$ cat src/rtl/recibir_trama.sv
// rtl/recibir_trama.sv - serial frame receiver: start, 14 data bits LSB first, parity, stop
module recibir_trama #(
    parameter int CICLOS_BIT  = 16,
    parameter int PARIDAD_PAR = 1
) (
    input  logic        clk,
    input  logic        rst_n,
    input  logic        rx,
    output logic [13:0] data,
    output logic        enable,
    output logic        error_trama,
    output logic        ocupado
);

    localparam int W_CNT = $clog2(CICLOS_BIT);
    localparam logic [W_CNT-1:0] CNT_MEDIO = W_CNT'(CICLOS_BIT / 2 - 1);
    localparam logic [W_CNT-1:0] CNT_BIT   = W_CNT'(CICLOS_BIT - 1);
    // Expected XOR over data plus parity bit: 0 for even parity, 1 for odd
    localparam logic PAR_OBJETIVO = (PARIDAD_PAR != 0) ? 1'b0 : 1'b1;

    typedef enum logic [2:0] {
        REPOSO,
        INICIO,
        DATOS,
        PARIDAD,
        PARADA,
        ESPERA
    } estado_t;

    logic             r_rx_meta;
    logic             r_rx_s;
    estado_t          r_estado;
    logic [W_CNT-1:0] r_cnt;
    logic [3:0]       r_idx;
    logic [13:0]      r_shift;
    logic             r_par;
    logic [13:0]      r_data;
    logic             r_enable;
    logic             r_error;

    logic             w_fin_medio;
    logic             w_fin_bit;
    logic             w_paridad_ok;

    assign w_fin_medio  = (r_cnt == CNT_MEDIO);
    assign w_fin_bit    = (r_cnt == CNT_BIT);
    assign w_paridad_ok = (((^r_shift) ^ r_par) == PAR_OBJETIVO);

    assign data        = r_data;
    assign enable      = r_enable;
    assign error_trama = r_error;
    assign ocupado     = (r_estado != REPOSO);

    // Two-flop synchronizer; idle line is high so the flops reset to 1
    always_ff @(posedge clk or negedge rst_n) begin
        if (!rst_n) begin
            r_rx_meta <= 1'b1;
            r_rx_s    <= 1'b1;
        end else begin
            r_rx_meta <= rx;
            r_rx_s    <= r_rx_meta;
        end
    end

    // Frame FSM: samples mid-bit, result pulses are registered one-cycle strobes
    always_ff @(posedge clk or negedge rst_n) begin
        if (!rst_n) begin
            r_estado <= REPOSO;
            r_cnt    <= '0;
            r_idx    <= '0;
            r_shift  <= '0;
            r_par    <= 1'b0;
            r_data   <= '0;
            r_enable <= 1'b0;
            r_error  <= 1'b0;
        end else begin
            r_enable <= 1'b0;
            r_error  <= 1'b0;
            case (r_estado)
                REPOSO: begin
                    r_cnt <= '0;
                    if (!r_rx_s) begin
                        r_estado <= INICIO;
                    end
                end
                INICIO: begin
                    if (w_fin_medio) begin
                        r_cnt <= '0;
                        r_idx <= '0;
                        // A line that is high again at mid-start was only a glitch
                        r_estado <= r_rx_s ? REPOSO : DATOS;
                    end else begin
                        r_cnt <= r_cnt + 1'b1;
                    end
                end
                DATOS: begin
                    if (w_fin_bit) begin
                        r_cnt   <= '0;
                        r_shift <= {r_rx_s, r_shift[13:1]};
                        r_idx   <= r_idx + 1'b1;
                        if (r_idx == 4'd13) begin
                            r_estado <= PARIDAD;
                        end
                    end else begin
                        r_cnt <= r_cnt + 1'b1;
                    end
                end
                PARIDAD: begin
                    if (w_fin_bit) begin
                        r_cnt    <= '0;
                        r_par    <= r_rx_s;
                        r_estado <= PARADA;
                    end else begin
                        r_cnt <= r_cnt + 1'b1;
                    end
                end
                PARADA: begin
                    if (w_fin_bit) begin
                        r_cnt <= '0;
                        if (r_rx_s) begin
                            r_estado <= REPOSO;
                            if (w_paridad_ok) begin
                                r_data   <= r_shift;
                                r_enable <= 1'b1;
                            end else begin
                                r_error <= 1'b1;
                            end
                        end else begin
                            // Broken stop bit: wait for the line to go idle before rearming
                            r_error  <= 1'b1;
                            r_estado <= ESPERA;
                        end
                    end else begin
                        r_cnt <= r_cnt + 1'b1;
                    end
                end
                ESPERA: begin
                    r_cnt <= '0;
                    if (r_rx_s) begin
                        r_estado <= REPOSO;
                    end
                end
                default: begin
                    r_estado <= REPOSO;
                    r_cnt    <= '0;
                end
            endcase
        end
    end

endmodule

$ cat config.mk
export PLATFORM = sky130hd
export DESIGN_NAME = recibir_trama
export DESIGN_NICKNAME = d
export VERILOG_FILES = /design/src/rtl/recibir_trama.sv
export SDC_FILE = /design/constraint.sdc
export NUM_CORES = 1
export LEC_CHECK = 0
export CAP_MARGIN = 20
export CORE_MARGIN = 5
export CORE_UTILIZATION = 40
export DETAILED_ROUTE_END_ITERATION = 16
export GPL_TIMING_DRIVEN = 1
export MAX_ROUTING_LAYER = met4
export PLACE_DENSITY = 0.67
export SYNTH_ARGS = -nofsm -noshare
export SYNTH_HDL_FRONTEND = slang
export SYNTH_SLANG_ARGS = --single-unit
$ cat constraint.sdc
create_clock -name clk -period 2.29 [get_ports clk]
set_input_delay 0.458 -clock clk [delete_from_list [all_inputs] [get_ports clk]]
set_output_delay 0.458 -clock clk [all_outputs]
set_load 0.02 [all_outputs]
==> run_results.csv, run 1 <==
group,metric,value,unit
global_routing,use_met3,0.0293,
clocking,clk_path_buf_depth,2,
clocking,cts_setup_buffers,0,
route,first_pass_iters,4,
timing,final.setup.tns,0,ps
timing,finalCritPeriodShare,0.956,
min_path,hold_class,"input pin to async pin",
pwr,ir_drop,0.353,mV
synth,yosysMostFrequentCell,"dfrtp_1",
synth,synth_cell_types,30,
timing,setup_viol_count_final,0,
floorplan,dieArea,6390,um2
clocking,clkSlewWorstSetupHoldPaths,70,ps
route,ant_nets,0,
synth,synthTopCellsByArea,"dfrtp_1 54%, mux2_2 17%, xnor2_1 4.0%",
global_routing,gr-total-overflow,0,
synth,avgSynthCellArea,13.3,um2
pwr,comb_power_share,0.137,
setup_path,worstPathCellList,"or3_1 > clkdlybuf4s50_1",
pwr,power_switching,416,uW
synth,ys_ff_latch,44,
route,vias,1133,
pwr,p_int,1240,uW
pwr,power_frac_clock,0.343,
finish,areaGrowthSynthToFinish,19.0,%
global_routing,globalRouteTotalUtil,0.117,
pwr,swShare,0.251,
setup_path,critPathMaxFanout,12,
clocking,clock_latency,290,ps
synth,async_reset_ff_frac,1.00,
floorplan,chipHeight,80.0,um
setup_path,path_class,"flop to output pin",
setup_path,slowest_stage,"clkdlybuf4s50_1",
setup_path,slowest_delay,540,ps
global_routing,grt-busiest-layer,"met2",
global_routing,use_met1,0.150,
synth,ys_seq_area_frac,0.564,
timing,skew,4.79,ps
route,avgViaCountPerCell,4.78,
synth,synth_edf_count,0,
global_routing,grt_pass1_wl,5580,um
global_routing,grt_pass1_vias,1142,
clocking,cts_num_sinks,44,
setup_path,startpoint_type,"flop",
timing,min_period,2190,ps
finish,nNetsFinal,175,
clocking,cts_hold_buf,0,
floorplan,rows,25,
finish,num_antenna_cells,0,
synth,syn-cell-area,1960,um2
finish,fill_cells,424,
placed_design,place_hpwl,2340,um
timing,rsz0062_at_grt,"no",
setup_path,crit_required,1830,ps
clocking,numCtsBuffers,5,
setup_path,crit_family,"buffers and inverters",
clocking,htreeDepth,2,
synth,synth_top_area_frac,0.537,
synth,syn_inst,147,
route,drt-total-wl,3210,um
clocking,cts_resized,0,
synth,synthFlopType,"dfrtp_1",
setup_path,path_buf_inv,1,
timing,relSlewSlack,0.593,
timing,worst_pin_slew,604,ps
timing,fmax,0.457,GHz
outcome,status,"finished clean",
global_routing,met2_usage,0.174,
synth,yosysWarnings,0,
setup_path,worstSetupEndpointType,"output pin",
pwr,seq_power_share,0.520,
floorplan,initial_core_util,0.415,
global_routing,grt_max_degree,45,
clocking,cts_tree,"yes",
global_routing,antenna_found_initial,0,
pwr,power,1660,uW
clocking,clock_tree.root_cell,"clkbuf_8",
placed_design,io_buffers,19,
finish,layout-drive-gt1-share,0.253,
synth,syn_nets,153,
floorplan,dieWidth,80.0,um
route,drc,0,
synth,synth_largest_area_cell,"dfrtp_1",
timing,hold_violations,0,
floorplan,pin_count,20,
run,maxCapViolCount,0,
timing,drv_slew,0,
placed_design,place.gp.congestion,0.761,
route,routedWlPerCell,13.6,um
floorplan,core_area,4720,um2
pwr,p_leak,0.00110,uW
route,first_iter_violations,55,
setup_path,arrival,1730,ps
synth,synthTopCellsByCount,"42 x dfrtp_1, 29 x mux2_2, 9 x nor2_1, 9 x xnor2_1, 8 x o21ai_0",
pwr,cellPowerDensity,712,nW/um2
cell usage in the layout (no fill, tap or decap):
cell type and instances:
buf_12 1, and2b_2 1, nand3_1 6, mux2_2 29
ha_1 3, bufinv_16 1, o21a_1 1, a32o_1 1
a41oi_1 1, a22o_1 1, nand2_1 5, clkbuf_8 5
inv_1 1, or3_1 2, and2_1 3, dfrtp_1 42
or4_1 1, clkbuf_1 1, nor3b_4 1, clkinv_2 1
xnor3_1 3, o21ai_0 8, nand3b_1 1, dfstp_2 2
and3b_1 1, a21oi_1 1, nor2_1 9, xnor2_1 9
nand2b_1 2, buf_2 1, clkdlybuf4s50_1 18, buf_4 1
xor2_1 3, nor2b_1 3, and3_1 1
final cells by class:
cell class / count / area, um2 / area share
Clock inverter: 2 / 35.0 / 0.0150
Clock buffer: 6 / 72.6 / 0.0311
Timing Repair Buffer: 21 / 213 / 0.0913
Sequential cell: 44 / 1100 / 0.473
Multi-Input combinational cell: 96 / 820 / 0.352
Inverter: 1 / 3.75 / 0.00161
Tap cell: 67 / 83.8 / 0.0360
through the flow:
| step | utilization | setup WS [ps] | hold WS (ps) | cells | instance area [um2] |
|---|---|---|---|---|---|
| 2_1_floorplan | - | 146 | 162 | 147 | 1960 |
| 3_3_place_gp | 0.471 | 158 | 346 | 229 | 2220 |
| 3_5_place_dp | 0.471 | 96.4 | 349 | 229 | 2220 |
| 4_1_cts | 0.494 | 73.3 | 242 | 237 | 2330 |
| 5_1_grt | 0.494 | 9.97 | 275 | 237 | 2330 |
| 6_report | 0.494 | 102 | 225 | 237 | 2330 |
power groups by stage:
stage | clock, uW | combinational (uW) | sequential, uW
final | 570 | 227 | 864
after global routing | 620 | 255 | 874
after CTS | 592 | 232 | 864
after detailed placement | 0 | 230 | 880
after global placement | 0 | 221 | 874
after floorplan | 0 | 190 | 847
sequential cells by signal (all words and copies together), names as in the netlist:
signal and count:
r_par 1, error_trama 1, enable 1, r_rx_s 1
r_cnt 4, data 14, r_rx_meta 1, r_shift 14
r_idx 4, r_estado 3
worst paths after layout:
kind,to,slack (ps),from,cells after the start
max reg2reg,data[13],130,r_shift[13],6
min,r_idx[3],220,rst_n,2
min reg2reg,r_rx_s,360,r_rx_meta,0
min in group clk,r_rx_s,360,r_rx_meta,0
max in group asynchronous,r_rx_s,1700,rst_n,2
max,ocupado,100,r_estado[0],2
logic make-up after synthesis:
group           synth area share
simple gates               0.104
fa+ha+maj                 0.0192
flops                      0.564
compound gates            0.0409
xor+xnor                  0.0882
buf+inv                   0.0179
mux                        0.167
routing by layer:
layer	vias to the layer above	wire length, um
met3	5	118
met1	561	1440
met4	0	32
li1	551	-
met5	-	0
met2	16	1620
Note: power is estimated with default switching activity, not from simulation.
==> run 2, diff against run 1 <==
--- a/config.mk
+++ b/config.mk
@@ -12,6 +12,7 @@
 export GPL_TIMING_DRIVEN = 1
 export MAX_ROUTING_LAYER = met4
 export PLACE_DENSITY = 0.67
+export SLEW_MARGIN = 20
 export SYNTH_ARGS = -nofsm -noshare
 export SYNTH_HDL_FRONTEND = slang
 export SYNTH_SLANG_ARGS = --single-unit
==> results of run 2 <==
No change in the layout: final DEF, timing and power equal those of run 1.
